===== src/rtl/fpga_cfg_pkg.sv =====
// Shared types and sizing helpers for the streaming FPGA configuration loader.
package fpga_cfg_pkg;

    // Loader states; StChk and StErr are only reachable with FPGA_CFG_CHECKSUM_EN.
    typedef enum logic [2:0] {
        StIdle,
        StLutTt,
        StLutMode,
        StSw,
        StChk,
        StDone,
        StErr
    } cfg_state_t;

    // Ceiling log2; clog2(1) == 0.
    function automatic int unsigned clog2(input int unsigned value);
        int unsigned result;
        result = 0;
        while ((32'd1 << result) < value) begin
            result++;
        end
        return result;
    endfunction

    // Index width that stays at least one bit for single-entry tables.
    function automatic int unsigned idx_w(input int unsigned count);
        return (count > 1) ? clog2(count) : 1;
    endfunction

    // Truth table plus one mode/flop-select bit.
    function automatic int unsigned lut_cfg_w(input int unsigned lut_k);
        return (32'd1 << lut_k) + 1;
    endfunction

    // Two words per LUT, one per switch box (checksum word not included).
    function automatic int unsigned total_words(input int unsigned n_lut,
                                                input int unsigned n_sw);
        return 2 * n_lut + n_sw;
    endfunction

endpackage


===== src/rtl/fpga_cfg_checksum.sv =====
// Running XOR accumulator over accepted configuration words, with a compare
// against the word currently presented on the stream.
module fpga_cfg_checksum #(
    parameter int unsigned WORD_W = 32
) (
    input  logic              clock,
    input  logic              reset,
    input  logic              clear,
    input  logic              accept,
    input  logic [WORD_W-1:0] data,
    output logic              match
);

    logic [WORD_W-1:0] acc_q;

    // Accumulate accepted words; a new load restarts from zero.
    always_ff @(posedge clock or posedge reset) begin
        if (reset) begin
            acc_q <= '0;
        end else if (clear) begin
            acc_q <= '0;
        end else if (accept) begin
            acc_q <= acc_q ^ data;
        end
    end

    assign match = (data == acc_q);

endmodule


===== src/rtl/fpga_cfg_loader.sv =====
// Streaming configuration loader: LUT truth-table/mode word pairs, then one
// word per switch box, driven onto flat configuration buses.
// Optional build macro FPGA_CFG_CHECKSUM_EN appends an XOR checksum word.
module fpga_cfg_loader
    import fpga_cfg_pkg::*;
#(
    parameter int unsigned WORD_W = 32,
    parameter int unsigned LUT_K  = 5,
    parameter int unsigned N_LUT  = 14,
    parameter int unsigned N_SW   = 22,
    localparam int unsigned LUT_CFG_W   = lut_cfg_w(LUT_K),
    localparam int unsigned TOTAL_WORDS = total_words(N_LUT, N_SW),
    localparam int unsigned CNT_W       = clog2(TOTAL_WORDS + 2)
) (
    input  logic                         clock,
    input  logic                         reset,
    input  logic                         start,
    input  logic                         cfg_valid,
    input  logic [WORD_W-1:0]            cfg_data,
    output logic                         cfg_ready,
    output logic [N_LUT*LUT_CFG_W-1:0]   lut_cfg,
    output logic [N_SW*WORD_W-1:0]       sw_cfg,
    output logic [CNT_W-1:0]             word_cnt,
    output logic                         done,
    output logic                         fabric_en,
    output logic                         cfg_error
);

    localparam int unsigned TT_W   = 1 << LUT_K;
    localparam int unsigned LIDX_W = idx_w(N_LUT);
    localparam int unsigned SIDX_W = idx_w(N_SW);
    localparam logic [LIDX_W-1:0] LUT_LAST = LIDX_W'(N_LUT - 1);
    localparam logic [SIDX_W-1:0] SW_LAST  = SIDX_W'(N_SW - 1);
    localparam logic [CNT_W-1:0]  CNT_MAX  = '1;

`ifdef FPGA_CFG_CHECKSUM_EN
    localparam cfg_state_t LOAD_END = StChk;
`else
    localparam cfg_state_t LOAD_END = StDone;
`endif
    // Without a checksum stage the last data word completes the load directly.
    localparam bit END_IS_DONE = (LOAD_END == StDone);

    cfg_state_t        state_q;
    logic [LIDX_W-1:0] lut_idx_q;
    logic [SIDX_W-1:0] sw_idx_q;
    logic              accept;

    // Ready depends only on state so the source sees no combinational loop.
    always_comb begin
        cfg_ready = 1'b0;
        unique case (state_q)
            StLutTt, StLutMode, StSw, StChk: cfg_ready = 1'b1;
            default:                         cfg_ready = 1'b0;
        endcase
    end

    assign accept = cfg_valid && cfg_ready;

`ifdef FPGA_CFG_CHECKSUM_EN
    logic cfg_error_q;
    logic chk_clear;
    logic chk_accept;
    logic chk_match;

    assign chk_clear  = start && (state_q inside {StIdle, StDone, StErr});
    assign chk_accept = accept && (state_q != StChk);
    assign cfg_error  = cfg_error_q;

    fpga_cfg_checksum #(
        .WORD_W (WORD_W)
    ) u_checksum (
        .clock  (clock),
        .reset  (reset),
        .clear  (chk_clear),
        .accept (chk_accept),
        .data   (cfg_data),
        .match  (chk_match)
    );
`else
    assign cfg_error = 1'b0;
`endif

    // Load sequencer: walks the fixed word order and writes the config buses.
    always_ff @(posedge clock or posedge reset) begin
        if (reset) begin
            state_q   <= StIdle;
            lut_idx_q <= '0;
            sw_idx_q  <= '0;
            word_cnt  <= '0;
            done      <= 1'b0;
            fabric_en <= 1'b0;
            lut_cfg   <= '0;
            sw_cfg    <= '0;
`ifdef FPGA_CFG_CHECKSUM_EN
            cfg_error_q <= 1'b0;
`endif
        end else begin
            if (accept && (word_cnt != CNT_MAX)) begin
                word_cnt <= word_cnt + CNT_W'(1);
            end
            unique case (state_q)
                StIdle, StDone, StErr: begin
                    // Old configuration stays on the buses until overwritten.
                    if (start) begin
                        state_q   <= StLutTt;
                        lut_idx_q <= '0;
                        sw_idx_q  <= '0;
                        word_cnt  <= '0;
                        done      <= 1'b0;
                        fabric_en <= 1'b0;
`ifdef FPGA_CFG_CHECKSUM_EN
                        cfg_error_q <= 1'b0;
`endif
                    end
                end
                StLutTt: begin
                    if (accept) begin
                        lut_cfg[int'(lut_idx_q)*LUT_CFG_W +: TT_W] <= cfg_data[TT_W-1:0];
                        state_q <= StLutMode;
                    end
                end
                StLutMode: begin
                    if (accept) begin
                        lut_cfg[int'(lut_idx_q)*LUT_CFG_W + TT_W] <= cfg_data[0];
                        if (lut_idx_q == LUT_LAST) begin
                            if (N_SW == 0) begin
                                state_q   <= LOAD_END;
                                done      <= END_IS_DONE;
                                fabric_en <= END_IS_DONE;
                            end else begin
                                state_q <= StSw;
                            end
                        end else begin
                            lut_idx_q <= lut_idx_q + LIDX_W'(1);
                            state_q   <= StLutTt;
                        end
                    end
                end
                StSw: begin
                    if (accept) begin
                        sw_cfg[int'(sw_idx_q)*WORD_W +: WORD_W] <= cfg_data;
                        if (sw_idx_q == SW_LAST) begin
                            state_q   <= LOAD_END;
                            done      <= END_IS_DONE;
                            fabric_en <= END_IS_DONE;
                        end else begin
                            sw_idx_q <= sw_idx_q + SIDX_W'(1);
                        end
                    end
                end
                StChk: begin
`ifdef FPGA_CFG_CHECKSUM_EN
                    if (accept) begin
                        if (chk_match) begin
                            state_q   <= StDone;
                            done      <= 1'b1;
                            fabric_en <= 1'b1;
                        end else begin
                            state_q     <= StErr;
                            cfg_error_q <= 1'b1;
                        end
                    end
`else
                    state_q <= StIdle;
`endif
                end
                default: state_q <= StIdle;
            endcase
        end
    end

endmodule


===== config.mk =====
export PLATFORM = sky130hd
export DESIGN_NAME = fpga_cfg_loader
export DESIGN_NICKNAME = d
export VERILOG_FILES = /design/src/rtl/fpga_cfg_pkg.sv /design/src/rtl/fpga_cfg_checksum.sv /design/src/rtl/fpga_cfg_loader.sv
export SDC_FILE = /design/constraint.sdc
export NUM_CORES = 2
export LEC_CHECK = 0
export BUFFER_PORTS_ARGS = -buffer_cell sky130_fd_sc_hd__buf_4
export CAP_MARGIN = 20
export CORE_AREA = 3 3 467 469
export DETAILED_ROUTE_END_ITERATION = 8
export DIE_AREA = 0 0 470 472
export MAX_ROUTING_LAYER = met4
export PLACE_DENSITY = 0.53
export SLEW_MARGIN = 20
export SYNTH_ARGS = -nofsm -noshare
export SYNTH_HDL_FRONTEND = slang
export SYNTH_HIERARCHICAL = 1
export SYNTH_SLANG_ARGS = --single-unit

===== constraint.sdc =====
create_clock -name clock -period 56.5 [get_ports clock]
set_clock_uncertainty 0.1 [all_clocks]
set_input_delay 11.3 -clock clock [delete_from_list [all_inputs] [get_ports clock]]
set_output_delay 11.3 -clock clock [all_outputs]
set_load 0.01 [all_outputs]

==> impl_summary.log <==
[metrics] result of the run: finished, final reports clean
[metrics] Main synth FF type: sky130_fd_sc_hd__dfrtp_1
[metrics] post-route clock period utilization: 0.259
[metrics] GRT Max-Usage Layer: met2
[metrics] unrepaired setup endpoints after global routing: no
[metrics] count of final max-slew check failures: 0
[metrics] die width: around 470 um
[metrics] I/O pin total: 1212
[metrics] PnR worst setup slack: between 40000 and 50000 ps
[metrics] sort of element at the start of the critical path: input pin
[metrics] Post-Synth XOR/XNOR Area: 0.00245
[metrics] area of the placeable core: 214000 um2
[metrics] maximum resistive drop on vdd: roughly 0.029 mV
[metrics] CTS Buf Count: roughly 140
[metrics] global-route wire length before repair: around 400000 um
[metrics] area delta synth->final: 32.7%
[metrics] detailed-route via count: 47443
[metrics] placed insts: roughly 8700
[metrics] Yosys warnings: 6
[metrics] total length of routed wires: 298000 um
[metrics] Reg power frac: 0.348
[metrics] number of antenna violations at the first check in global routing: 36
[metrics] Post-synth EDFFs: 0
[metrics] Net Sw Frac: 0.378
[metrics] list of most frequent post-synthesis cells: 1185 x sky130_fd_sc_hd__dfrtp_1, 769 x sky130_fd_sc_hd__nand2_1, 537 x sky130_fd_sc_hd__mux2_2, 492 x sky130_fd_sc_hd__o21ai_0, 305 x sky130_fd_sc_hd__clkbuf_1
[metrics] async set-or-reset flop fraction in the synthesized netlist: 1.00
[metrics] largest fanout on the critical path: 110
[metrics] Comb pwr share: 0.287
[metrics] proportion of synthesized area in mux cells: 0.152
[metrics] count of nets after finishing: approximately 6000
[metrics] Switch Pwr: 1.02 mW
[metrics] synthesized area divided by synthesized cell count: about 11 um2
[metrics] Synth Net Count: roughly 5000
[metrics] number of standard cells in the layout, taps in and fillers out: between 8000 and 9000
[metrics] cell area after technology mapping: ~53000 um2
[metrics] Synth Area in Compound Gates: 0.119
[metrics] number of hold-repair buffers added at the cts stage: 0
[metrics] Slew @ Worst Pin: around 1200 ps
[metrics] area share of fa/ha/maj cells after synthesis: 0.00262
[metrics] Crit Path Class: input pin to async pin
[metrics] total power after layout: between 2 and 3 mW
[metrics] vias in the first global route: 45261
[metrics] number of sinks driven by the clock tree: around 1200
[metrics] portion of the post-synthesis area used by sequential elements: 0.564
[metrics] Clock H-tree levels: 4
[metrics] GRT Total Usage: 0.266
[metrics] global routing usage on met2: 0.421
[metrics] drt via density: between 5 and 6
[metrics] Worst Path Required: between 50000 and 60000 ps
[metrics] data arrival time of the worst path: ~15000 ps
[metrics] Synth cell types: 79
[metrics] basic-gate share of the synthesized area counting and, or, nand and nor cells: 0.123
[metrics] Pwr Density: just under 40 nW/um2
[metrics] Reg clk slew, reported paths: about 60 ps
[metrics] overflow left after global routing: 0
[metrics] largest net degree at the start of global routing: between 100 and 150
[metrics] post-synth top area share: 0.564
[metrics] Total Neg Setup Slack: 0 ps
[metrics] number of instances in the synthesized netlist: around 5000
[metrics] Leakage Power: 33.9 nW
[metrics] Filler cells: 21888
[metrics] global routing met1 resource utilization: 0.318
[metrics] count of endpoints failing setup in the final report: 0
[metrics] clock root buffer: sky130_fd_sc_hd__clkbuf_16
[metrics] fraction of met3 tracks used by global routing: 0.0673
[metrics] ranking of synthesized cells by area: sky130_fd_sc_hd__dfrtp_1 56%, sky130_fd_sc_hd__mux2_2 12%, sky130_fd_sc_hd__nand2_1 5.5%
[metrics] most frequent cell after synthesis: sky130_fd_sc_hd__dfrtp_1
[metrics] internal portion of total power: around 1.7 mW
[metrics] Initial Util: 0.245
[metrics] PortBufs: about 1200
[metrics] number of iterations in the first detailed-routing pass: 6
[metrics] WL/cell: 33.4 um
[metrics] Post-DP HPWL: ~210000 um
[metrics] Die Footprint: around 220000 um2
[metrics] violation count after the first detailed-routing iteration: approximately 5400
[metrics] number of storage elements in the synthesis netlist: approximately 1200
[metrics] remaining antenna violation count after routing: 0
[metrics] combinational family with the most area after synthesis: multiplexers
[metrics] worst-skew pair later-pin latency: a little under 800 ps
[metrics] Vert. Die Dim: ~470 um
[metrics] # resized after CTS: 0
[metrics] worst rel slew slack: 0.226
[metrics] minimum clock period after layout: 14650 ps
[metrics] fraction of layout cells with a size suffix above 1: 0.358
[metrics] gpl congestion: 0.926
[metrics] fmax: 68.3 MHz
[metrics] classification of the worst-slack hold path: flop to flop
[metrics] worst-case clock buffer depth: 3
[metrics] CTS tree: built
[metrics] endpoint class of the critical path: async pin
[metrics] number of endpoints with negative hold slack in the final report: 0
[metrics] final core occ: 0.325
[metrics] DRC violations left: 0
[metrics] Setup Buffers After CTS: 0
[metrics] largest area contributor in the netlist: sky130_fd_sc_hd__dfrtp_1
[metrics] Maximum Capacitance Violations: 0
[metrics] std cell rows: 170
[metrics] Worst Setup Slack post-DPL: approximately 41000 ps
[metrics] Clock Power Share: 0.365
layer usage:
metal,routed length [um],up-vias
met5,0,-
met4,17600,0
met3,28000,652
met2,139000,3032
met1,114000,24292
li1,-,19467
cell families (layout without fill, tap and decap cells):
| logic type | after synthesis | count (layout) |
|---|---|---|
| other cells | 1 | 28 |
| buf+inv | 478 | 1639 |
| flops | 1185 | 1185 |
| mux | 711 | 711 |
| compound gates | 1101 | 1101 |
| simple gates | 1418 | 1418 |
| xor+xnor | 13 | 13 |
| fa+ha+maj | 11 | 11 |
power by group through the flow:
stage,clock network [mW],logic (mW),registers (mW)
after floorplan,0,0.370,0.963
after global placement,0,0.756,0.949
after detailed placement,0,0.764,0.950
after CTS,0.999,0.766,0.936
after global routing,1.03,0.807,0.941
final,0.979,0.771,0.936
per-stage QoR:
step                cell area, um2  hold WS [ps]
finish                       69700           363
global route                 69700           388
CTS                          69700           370
detailed placement           64700           357
global placement             64700           357
floorplan                    52600           407
cell usage in the layout (no fill, tap or decap), types with 12 or more instances in the layout:
cell type / synthesis / routed
sky130_fd_sc_hd__dfrtp_1: 1185 / 1185
sky130_fd_sc_hd__nand2_1: 769 / 766
sky130_fd_sc_hd__o21ai_0: 492 / 492
sky130_fd_sc_hd__bufinv_16: 0 / 12
sky130_fd_sc_hd__o22ai_1: 131 / 131
sky130_fd_sc_hd__clkinv_2: 0 / 14
sky130_fd_sc_hd__inv_1: 43 / 42
sky130_fd_sc_hd__nor2_2: 3 / 12
sky130_fd_sc_hd__clkbuf_1: 305 / 31
sky130_fd_sc_hd__clkbuf_16: 0 / 143
sky130_fd_sc_hd__and2_1: 64 / 63
sky130_fd_sc_hd__or3_1: 13 / 13
sky130_fd_sc_hd__nor2_1: 163 / 145
sky130_fd_sc_hd__buf_4: 6 / 1339
sky130_fd_sc_hd__mux2_1: 141 / 141
sky130_fd_sc_hd__mux2i_1: 33 / 33
sky130_fd_sc_hd__o41ai_1: 18 / 18
sky130_fd_sc_hd__a31oi_1: 31 / 31
sky130_fd_sc_hd__and3_1: 107 / 107
sky130_fd_sc_hd__nand3_1: 157 / 153
sky130_fd_sc_hd__o32ai_1: 15 / 15
sky130_fd_sc_hd__nor3_1: 44 / 41
sky130_fd_sc_hd__clkbuf_8: 0 / 29
sky130_fd_sc_hd__o2bb2ai_1: 20 / 20
sky130_fd_sc_hd__a21oi_1: 279 / 276
sky130_fd_sc_hd__o31ai_1: 59 / 59
sky130_fd_sc_hd__diode_2: 0 / 27
sky130_fd_sc_hd__mux2_2: 537 / 537
sequential cells by signal (all words and copies together), names as in the netlist:
signal / flops
sw_cfg: 704
lut_cfg: 462
word_cnt: 6
sw_idx_q: 5
lut_idx_q: 4
state_q: 3
fabric_en: 1
path summary, 6_finish.rpt:
path                                          start                       end  slack [ps]  cells after the start
setup / recovery                              reset  lut_cfg[195]$_DFFE_PP0P_       41850                      6
hold / removal              sw_cfg[376]$_DFFE_PP0P_   sw_cfg[376]$_DFFE_PP0P_         360                      2
setup reg to reg           lut_idx_q[1]$_DFFE_PP0P_  lut_cfg[331]$_DFFE_PP0P_       51790                      8
hold reg to reg             sw_cfg[376]$_DFFE_PP0P_   sw_cfg[376]$_DFFE_PP0P_         360                      2
max in group clock                        cfg_valid  lut_cfg[208]$_DFFE_PP0P_       42800                      5
min in group asynchronous                     reset   sw_cfg[568]$_DFFE_PP0P_       10580                      2
worst max-delay path: stages:
cell	delay, ps
sky130_fd_sc_hd__buf_4	130
sky130_fd_sc_hd__inv_8	570
sky130_fd_sc_hd__buf_4	770
sky130_fd_sc_hd__buf_4	830
sky130_fd_sc_hd__buf_4	800
sky130_fd_sc_hd__buf_4	730
area by class of cell:
class | count | area, um2 | area share
timing repair buffer | 1340 | 10100 | 0.144
inverter | 44 | 173 | 0.00248
multi-input combinational | 3255 | 21300 | 0.305
sequential | 1185 | 29700 | 0.425
tap | 2838 | 3550 | 0.0509
antenna | 27 | 67.6 | 0.000969
clock inverter | 52 | 881 | 0.0126
clock buffer | 203 | 4090 | 0.0587
No activity file was read; power rests on OpenSTA's default activity.
